**config.mk**
```make
export PLATFORM = sky130hd
export DESIGN_NAME = ss_reg_bank
export DESIGN_NICKNAME = d
export VERILOG_FILES = /design/src/rtl/ss_bus_pkg.sv /design/src/rtl/ss_dirty_scan.sv /design/src/rtl/ss_reg_bank.sv
export SDC_FILE = /design/constraint.sdc
export NUM_CORES = 1
export LEC_CHECK = 0
export BUFFER_PORTS_ARGS = -buffer_cell sky130_fd_sc_hd__buf_2
export CAP_MARGIN = 30
export CELL_PAD_IN_SITES_DETAIL_PLACEMENT = 2
export CELL_PAD_IN_SITES_GLOBAL_PLACEMENT = 2
export CORE_MARGIN = 2
export CORE_UTILIZATION = 36
export CTS_BUF_LIST = sky130_fd_sc_hd__clkbuf_8
export DETAILED_ROUTE_END_ITERATION = 7
export GPL_ROUTABILITY_DRIVEN = 0
export PLACE_DENSITY = 0.81
export SLEW_MARGIN = 20
export SYNTH_ARGS = -nofsm -noshare
export SYNTH_HDL_FRONTEND = slang
export SYNTH_SLANG_ARGS = --single-unit
```
**constraint.sdc**
```tcl
create_clock -name clk -period 4.21 [get_ports clk]
set_clock_uncertainty 0.15 [all_clocks]
set_input_delay 0.2105 -clock clk [delete_from_list [all_inputs] [get_ports clk]]
set_output_delay 0.2105 -clock clk [all_outputs]
set_load 0.05 [all_outputs]
```
**src/rtl/ss_bus_pkg.sv**
```systemverilog
// Savestate bus package: bus widths, word type, load payload, scan states and
// the address-window helper shared by every savestate bank.
package ss_bus_pkg;

    localparam int unsigned SS_ADR_W  = 10;
    localparam int unsigned SS_DATA_W = 64;
    localparam int unsigned SS_IDX_W  = 4;   // register number within a bank
    localparam int unsigned SS_CUR_W  = 5;   // scan cursor, one wider so NUM_REGS fits

    typedef logic [SS_DATA_W-1:0] ss_word_t;

    // One register handed back to the owning core module.
    typedef struct packed {
        logic                valid;
        logic [SS_IDX_W-1:0] idx;
        ss_word_t            data;
    } ss_load_t;

    typedef enum logic {
        ST_IDLE = 1'b0,
        ST_SCAN = 1'b1
    } scan_state_e;

    // True when base <= adr < base + n; 11-bit compare so the window end cannot wrap.
    function automatic logic ss_hit(
        input logic [SS_ADR_W-1:0] adr,
        input logic [SS_ADR_W-1:0] base,
        input logic [SS_ADR_W:0]   n
    );
        logic [SS_ADR_W:0] adr_x;
        logic [SS_ADR_W:0] base_x;
        adr_x  = {1'b0, adr};
        base_x = {1'b0, base};
        return (adr_x >= base_x) && (adr_x < (base_x + n));
    endfunction

endpackage

```
**src/rtl/ss_dirty_scan.sv**
```systemverilog
// Priority encoder for the commit scan: lowest dirty index at or above cursor.
// Ports: dirty (per-register mask), cursor (first index to consider),
//        found_c (a candidate exists), index_c (that candidate).
module ss_dirty_scan
    import ss_bus_pkg::*;
#(
    parameter int unsigned NUM_REGS = 4
) (
    input  logic [NUM_REGS-1:0] dirty,
    input  logic [SS_CUR_W-1:0] cursor,
    output logic                found_c,
    output logic [SS_IDX_W-1:0] index_c
);

    // Walk downwards so the lowest qualifying index is the last one written.
    always_comb begin
        found_c = 1'b0;
        index_c = '0;
        for (int i = int'(NUM_REGS) - 1; i >= 0; i--) begin
            if (dirty[i] && (SS_CUR_W'(i) >= cursor)) begin
                found_c = 1'b1;
                index_c = SS_IDX_W'(i);
            end
        end
    end

endmodule

```
**src/rtl/ss_reg_bank.sv**
```systemverilog
// Savestate register bank: NUM_REGS shadow registers at consecutive bus indices
// from BASE_INDEX. Captures live state, takes bus writes, reloads defaults on
// savestate reset, reads back onto the OR-combined bus, and on commit streams
// dirty registers one per cycle to the owning core.
// Ports: clk/reset_n; ss_din/ss_adr/ss_wren/ss_rst/ss_dout savestate bus;
//        live_in/capture snapshot path; commit/busy/load_* commit stream.
module ss_reg_bank
    import ss_bus_pkg::*;
#(
    parameter logic [SS_ADR_W-1:0]           BASE_INDEX = 10'd0,
    parameter int unsigned                   NUM_REGS   = 4,
    parameter logic [NUM_REGS*SS_DATA_W-1:0] DEFAULTS   = '0
) (
    input  logic                          clk,
    input  logic                          reset_n,
    input  logic [SS_DATA_W-1:0]          ss_din,
    input  logic [SS_ADR_W-1:0]           ss_adr,
    input  logic                          ss_wren,
    input  logic                          ss_rst,
    output logic [SS_DATA_W-1:0]          ss_dout,
    input  logic [NUM_REGS*SS_DATA_W-1:0] live_in,
    input  logic                          capture,
    input  logic                          commit,
    output logic                          busy,
    output logic                          load_valid,
    output logic [SS_IDX_W-1:0]           load_idx,
    output logic [SS_DATA_W-1:0]          load_data
);

    ss_word_t            shadow_q [NUM_REGS];
    ss_word_t            shadow_d [NUM_REGS];
    logic [NUM_REGS-1:0] dirty_q, dirty_d;
    scan_state_e         state_q, state_d;
    logic [SS_CUR_W-1:0] cursor_q, cursor_d;
    ss_word_t            ss_dout_q, ss_dout_d;
    logic                busy_q, busy_d;
    ss_load_t            load_q, load_d;

    logic                hit;
    logic [SS_IDX_W-1:0] local_idx;
    logic                scan_found;
    logic [SS_IDX_W-1:0] scan_idx;

    // Address decode; the offset is truncated, only meaningful when hit is set.
    assign hit       = ss_hit(ss_adr, BASE_INDEX, (SS_ADR_W+1)'(NUM_REGS));
    assign local_idx = SS_IDX_W'(ss_adr - BASE_INDEX);

    ss_dirty_scan #(
        .NUM_REGS (NUM_REGS)
    ) u_scan (
        .dirty   (dirty_q),
        .cursor  (cursor_q),
        .found_c (scan_found),
        .index_c (scan_idx)
    );

    // Next-state: read port, commit scan, then shadow update by priority.
    always_comb begin
        state_d      = state_q;
        cursor_d     = cursor_q;
        busy_d       = busy_q;
        load_d       = load_q;
        load_d.valid = 1'b0;
        dirty_d      = dirty_q;
        shadow_d     = shadow_q;
        ss_dout_d    = '0;

        // Read returns pre-update shadow; same-cycle writes are not forwarded.
        for (int i = 0; i < int'(NUM_REGS); i++) begin
            if (hit && (local_idx == SS_IDX_W'(i))) begin
                ss_dout_d = shadow_q[i];
            end
        end

        case (state_q)
            ST_IDLE: begin
                if (commit) begin
                    state_d  = ST_SCAN;
                    cursor_d = '0;
                    busy_d   = 1'b1;
                end
            end
            ST_SCAN: begin
                if (scan_found) begin
                    load_d.valid = 1'b1;
                    load_d.idx   = scan_idx;
                    for (int i = 0; i < int'(NUM_REGS); i++) begin
                        if (scan_idx == SS_IDX_W'(i)) begin
                            load_d.data = shadow_q[i];
                            dirty_d[i]  = 1'b0;
                        end
                    end
                    cursor_d = SS_CUR_W'(scan_idx) + SS_CUR_W'(1);
                end else begin
                    state_d = ST_IDLE;
                    busy_d  = 1'b0;
                end
            end
        endcase

        // Applied after the scan so a same-cycle write re-marks an emitted index.
        if (ss_rst) begin
            for (int i = 0; i < int'(NUM_REGS); i++) begin
                shadow_d[i] = DEFAULTS[i*SS_DATA_W +: SS_DATA_W];
            end
            dirty_d = '1;
        end else if (capture) begin
            // Snapshot mirrors the core, so nothing needs to be applied back.
            for (int i = 0; i < int'(NUM_REGS); i++) begin
                shadow_d[i] = live_in[i*SS_DATA_W +: SS_DATA_W];
            end
        end else if (ss_wren && hit) begin
            for (int i = 0; i < int'(NUM_REGS); i++) begin
                if (local_idx == SS_IDX_W'(i)) begin
                    shadow_d[i] = ss_din;
                    dirty_d[i]  = 1'b1;
                end
            end
        end
    end

    // State and output registers.
    always_ff @(posedge clk or negedge reset_n) begin
        if (!reset_n) begin
            for (int i = 0; i < int'(NUM_REGS); i++) begin
                shadow_q[i] <= DEFAULTS[i*SS_DATA_W +: SS_DATA_W];
            end
            dirty_q   <= '0;
            state_q   <= ST_IDLE;
            cursor_q  <= '0;
            ss_dout_q <= '0;
            busy_q    <= 1'b0;
            load_q    <= '0;
        end else begin
            shadow_q  <= shadow_d;
            dirty_q   <= dirty_d;
            state_q   <= state_d;
            cursor_q  <= cursor_d;
            ss_dout_q <= ss_dout_d;
            busy_q    <= busy_d;
            load_q    <= load_d;
        end
    end

    assign ss_dout    = ss_dout_q;
    assign busy       = busy_q;
    assign load_valid = load_q.valid;
    assign load_idx   = load_q.idx;
    assign load_data  = load_q.data;

endmodule

```
==> results of run 1 <==
==> cell usage in the layout (no fill, tap or decap), drive strengths merged, types with 3 or more instances in the layout <==
cell and n:
o211ai 3, clkinv 10, nor2b 132, nor4 130, nand2b 67, dlygate4sd3 513, and3 63, mux2 258
ha 4, dfrtp 396, bufinv 3, mux2i 67, mux4 63, inv 25, o21ai 69, clkbuf 96
nor2 6, a221o 3, nand4 3, a21oi 133, nand2 198, nor3 257, buf 505, diode 24
==> flip-flops by register name, indices dropped and copies added (netlist names) <==
signal / flops
load_data: 64
dirty_q: 4
cursor_q: 3
shadow_q: 256
load_valid: 1
state_q: 1
busy: 1
load_idx: 2
ss_dout: 64
==> area by class of cell <==
class	instances	share of cell area, %
multi-input combinational	1470	34.6
sequential	396	31.6
timing repair buffer	1019	25.5
clock buffer	95	4.17
tap	773	3.09
clock inverter	33	0.699
antenna	24	0.192
inverter	6	0.0719
==> metal layers <==
layer	wire length [um]	vias up
li1	-	9275
met1	45700	12000
met2	66700	1418
met3	8500	645
met4	11100	28
met5	157	-
==> power by group <==
| group | total, W | internal [W] | switching, W |
|---|---|---|---|
| sequential | 0.00486 | 0.00428 | 0.000578 |
| combinational | 0.00658 | 0.00254 | 0.00404 |
| clock | 0.00428 | 0.00221 | 0.00207 |
==> through the flow <==
stage / power (W) / instances / worst slack (ps) / hold WS [ps] / utilization, %
after floorplan: 0.00837 / 2071 / 1260 / -235 / -
after global routing: 0.0161 / 3813 / 68.9 / 21.8 / 53.1
after global placement: 0.0101 / 3151 / 970 / 119 / 41.7
final: 0.0157 / 3816 / 15.7 / -27.7 / 53.1
after CTS: 0.0148 / 3792 / 529 / 1.02 / 53.0
after detailed placement: 0.0104 / 3151 / 820 / 122 / 41.7
==> critical path, delay by kind of cell <==
kind          cells  cell delay [ps]
simple gates      4             1660
buf+inv           6             2660
==> cells by family (layout without fill, tap and decap cells) <==
family / Yosys count / after routing
AO/OA/AOI/OAI: 216 / 216
adder cells (fa/ha/maj): 4 / 4
buffers and inverters: 205 / 1153
flip-flops: 396 / 396
multiplexers: 388 / 388
other: 1 / 26
AND/OR/NAND/NOR: 860 / 860
==> path summary, 6_finish.rpt <==
check | from | endpoint | slack, ps | cells past startpoint
worst max-delay path | ss_adr[4] | shadow_q[150] | 20 | 10
worst min-delay path | reset_n | shadow_q[206] | -30 | 2
worst max register to register | cursor_q[0] | load_data[47] | 210 | 10
worst min register to register | load_data[30] | load_data[30] | 370 | 1
max in group asynchronous | reset_n | load_data[26] | 2680 | 3
min in group clk | ss_din[23] | shadow_q[215] | 60 | 4
==> summary.md, run 1 <==
| Metric | Value |
|---|---|
| Chip height | `248 um` |
| Inserted Clock Buffers | `75` |
| Status | `finished, violations left` |
| Slew headroom | `38.2%` |
| CP dominant cell by count | `dlygate4sd3_1` |
| Syn avg cell area | `10.4 um2` |
| Total global routing overflow | `0` |
| Mux cell area share after synthesis | `23.2%` |
| Routing usage on met2 | `approximately 73%` |
| Number of global-route vias before repair | `27.4k` |
| Most used DFF post-synth | `dfrtp_1` |
| Initial antenna violation count | `35` |
| Sequential share of the synthesized area | `between 40% and 50%` |
| Worst IR Drop VDD | `0.444 mV` |
| Die W | `~250 um` |
| RSZ-0062 raised after global routing | `false` |
| First-pass GRT wire length | `193 mm` |
| Setup TNS | `0 ps` |
| Total Nets Final | `3,308` |
| Post-route DRC | `0` |
| Main combinational cell family by area after synthesis | `multiplexers` |
| Worst-case clock buffer depth | `3` |
| Vias per cell | `6.13` |
| Number of library cell types mapped by synthesis | `36` |
| WP data required | `4610 ps` |
| Initial Util | `~36%` |
| Number of hold buffers added after CTS | `513` |
| Final hold slack | `-27.7 ps` |
| Clock sinks | `between 300 and 400` |
| Ys async rst share | `between 90% and 100%` |
| Tcrit/Tclk final | `99.6%` |
| Placed inst area | `~25,000 um2` |
| Most common cell in the synthesized netlist | `dfrtp_1` |
| Post-route ant nets | `0` |
| Multi-input logic area | `10,800 um2` |
| Met1 Resource Use GR | `between 40 and 50%` |
| Worst min path class | `in -> async` |
| CTS clock-pin slew for the worst setup and hold paths | `80 ps` |
| Max stage delay cell, worst path | `and4_2` |
| PwrDens | `502 nW/um2` |
| Layout area overhead | `45.6%` |
| Worst setup EP type | `flop` |
| Number of synthesized flops with an enable pin | `0` |
| Synth Area in Compound Gates | `5.29%` |
| Later-pin clock latency in the skew report | `660 ps` |
| Synth area leaders | `dfrtp_1, mux2_2, mux4_2, mux2_1, nor3_1` |
| Crit path DAT | `4590 ps` |
| Post-route cell area | `between 30,000 and 40,000 um2` |
| Via count | `23.4k` |
| Synthesized instance count | `2,070` |
| Post-CTS setup buffer count | `0` |
| GR Layer Usage met3 | `9.53%` |
| Maxcap violations | `0` |
| Crit Path Class | `in -> reg` |
| Post-Synth Simple-Gate Area | `21.2%` |
| Final WL | `132 mm` |
| Endpoints failing hold | `3` |
| Min Tclk post-route | `4190 ps` |
| Fill count | `5,773` |
| Routed wire per std cell | `34.6 um` |
| CTS H-tree lvls | `3` |
| Slew Viols, Final | `0` |
| Starting DRT DRC Count | `approximately 1.7k` |
| CTS tree | `yes` |
| Yosys warns | `0` |
| FF+latch area | `9910 um2` |
| LEAKAGE | `14.8 nW` |
| Root buf cell | `clkbuf_8` |
| Post-Synth XOR/XNOR Area | `0%` |
| Post-Synth Adder-Cell Area | `0.233%` |
| CP cell instances | `dlygate4sd3_1 > buf_2 > nor4_4 > dlygate4sd3_1 > buf_4 > and4_2 > buf_12 > nor3_1 > nor4_1 > dlygate4sd3_1` |
| Grt peak-use layer | `met2` |
| Num ports | `470` |
| Failing checks | `negative hold slack` |
| Crit path launch type | `input port` |
| Cell area after synthesis | `21,500 um2` |
| Final Setup Violations | `0` |
| Post-synth top cells | `dfrtp_1, nor3_1, nand2_1` |
| Worst-margin pin slew | `920 ps` |
| Max incr delay on CP | `820 ps` |
| GR Util All Layers | `42.1%` |
| Largest area contributor in the netlist | `dfrtp_1` |
| Port Buf Inserts | `467` |
| Drt pass-1 iters | `7` |
| Post-CTS resize count | `0` |
| Fmax | `0.238 GHz` |
| Core ar. | `approximately 60,000 um2` |
| Share of cells above drive strength 1 | `roughly 28%` |
| Die Area | `61,700 um2` |
| Crit Path Max Fanout | `24` |
| Rows | `89` |
| Flops & latches, synth | `between 300 and 400` |
| Top-area cell type share of the netlist area | `a little under half` |
| HPWL after detailed placement | `57.9 mm` |
| Pin count of the biggest net entering global routing | `210` |
No activity file was read; power rests on OpenSTA's default activity.
==> run 2: changes to the inputs <==
- CORE_UTILIZATION: 36 -> 35
- CTS_BUF_LIST: sky130_fd_sc_hd__clkbuf_8 -> unset
- PLACE_DENSITY: 0.81 -> 0.79
==> summary.md, run 2 (synthesis gave the netlist of run 1 again) <==
| Metric | Value |
|---|---|
| Post-CTS setup buffer count | `0` |
| GR Util All Layers | `37.8%` |
| Crit path launch type | `flop` |
| Endpoints failing hold | `0` |
| Worst r2r src | `cursor_q[0]` |
| Initial antenna violation count | `8` |
| Drt pass-1 iters | `5` |
| First-pass GRT wire length | `179 mm` |
| Crit path buf inv count | `2` |
| CP cell instances | `nand2b_1 > a211oi_1 > nor2b_1 > inv_1 > ha_4 > buf_12 > mux2_2 > mux2i_1 > o21ai_0 > mux2_2` |
| Vias per cell | `6.02` |
| Total global routing overflow | `0` |
| Final setup slack of the worst path | `528 ps` |
| Pin count of the biggest net entering global routing | `166` |
| Largest register FFs | `256` |
| Maxcap violations | `0` |
| Post-route ant nets | `0` |
| Worst Min Path Start | `ss_din[5]` |
| Post-route DRC | `0` |
| LEAKAGE | `14.5 nW` |
| Num ports | `470` |
| Total power | `0.0157 W` |
| CP dominant cell by count | `mux2_2` |
| Later-pin clock latency in the skew report | `600 ps` |
| Clock sinks | `roughly 400` |
| Total Nets Final | `between 3k and 4k` |
| HPWL after detailed placement | `59.0 mm` |
| CTS tree | `yes` |
| CTS clock-pin slew for the worst setup and hold paths | `60 ps` |
| CP startpoint | `cursor_q[0]` |
| Worst IR Drop VDD | `about 0.36 mV` |
| Starting DRT DRC Count | `1,552` |
| Slew Viols, Final | `0` |
| Min Tclk post-route | `between 3000 and 4000 ps` |
| Initial Util | `35.5%` |
| Max incr delay on CP | `500 ps` |
| WP data required | `4540 ps` |
| Slew headroom | `34.5%` |
| Crit path DAT | `4010 ps` |
| Via count | `22.4k` |
| Multi-input logic area | `10,800 um2` |
| Core ar. | `roughly 61,000 um2` |
| Die Area | `63,500 um2` |
| Most flops, register | `shadow_q` |
| Worst min path class | `in -> reg` |
| Fill count | `between 5k and 6k` |
| Max stage delay cell, worst path | `a211oi_1` |
| Worst-margin pin slew | `982 ps` |
| Commonest cells after routing, fill and taps aside | `buf_2, dlygate4sd3_1, dfrtp_1, nor3_1, nand2_1` |
| FF+latch area | `slightly below 10,000 um2` |
| Top delay family on crit path | `multiplexers` |
| Die W | `252 um` |
| Crit Path Max Fanout | `27` |
| CTS H-tree lvls | `2` |
| Post-place setup slack | `916 ps` |
| Rows | `90` |
| Worst setup EP type | `flop` |
| Inserted Clock Buffers | `48` |
| Worst-case clock buffer depth | `3` |
| Port Buf Inserts | `467` |
| Tcrit/Tclk final | `87.5%` |
| RSZ-0062 raised after global routing | `false` |
| Number of global-route vias before repair | `26.3k` |
| Commonest non-fill, non-tap cell in the layout | `buf_2` |
| Root buf cell | `clkbuf_16` |
| Share of cells above drive strength 1 | `between 20% and 30%` |
| Layout area overhead | `43.4%` |
| Setup TNS | `0 ps` |
| Chip height | `about 250 um` |
| Status | `completed` |
| Fmax | `0.272 GHz` |
| Final Setup Violations | `0` |
| Routed wire per std cell | `32.7 um` |
| Final WL | `121 mm` |
| Crit Path Class | `reg -> reg` |
| PwrDens | `509 nW/um2` |
[run 2: changes by cell type in the layout (fill, tap and decap cells not counted), sizes merged, moves of 2 or more]
cell,delta
dlygate4sd3,-54
buf,+2
diode,-16
clkinv,-9
inv,-16
clkbuf,-15
[run 2: stage by stage]
step           cells  instance area, um2  utilization [%]  hold slack (ps)
6_report        3715               30800             50.9             13.2
5_1_grt         3715               30800             50.9             28.5
4_1_cts         3707               30800             50.9            0.261
3_5_place_dp    3162               24600             40.6              186
3_3_place_gp    3162               24600             40.6              172
2_1_floorplan   2071               21500                -             -235
[run 2: tightest hold or removal path, stage by stage]
cell	delay [ps]
buf_2	130
nand2b_1	90
a21oi_1	140
mux2_1	140
[run 2: final timing paths]
path                                       to  slack [ps]  cells after the start
worst max-delay path            load_data[19]         530                     10
worst min-delay path             shadow_q[69]          10                      4
worst max register to register  load_data[19]         530                     10
worst min register to register  load_data[52]         350                      1
max in group asynchronous        shadow_q[89]        2680                      3
min in group asynchronous         ss_dout[15]         110                      2
[run 2: cell type report]
| type | instances | area share (%) |
|---|---|---|
| tap | 782 | 3.17 |
| clock buffer | 80 | 4.91 |
| sequential | 396 | 32.1 |
| inverter | 6 | 0.0730 |
| clock inverter | 6 | 0.296 |
| timing repair buffer | 967 | 24.2 |
| antenna | 8 | 0.0649 |
| multi-input combinational | 1470 | 35.2 |
[run 2: routing by layer]
layer	global-route usage (%)	wire (um)	up-vias	part of all wire [%]
met2	67.4	62900	1198	52
li1	-	-	9102	-
met5	0	0	-	0
met1	41.9	43900	11600	36
met3	5.99	6840	457	5.6
met4	24.4	7850	0	6.5
[run 2: timing repair]
| action | CTS | global route |
|---|---|---|
| endpoints found under the hold margin | 349 | 0 |
| hold buffers | 459 | 0 |
| gates resized for setup | 0 | 0 |
[run 2: report_power, final]
part / switching, W / total, W / internal (W) / leakage [nW]
combinational: 0.00392 / 0.00643 / 0.00251 / 8.49
sequential: 0.000526 / 0.00481 / 0.00428 / 5.19
clock: 0.00190 / 0.00447 / 0.00256 / 0.788
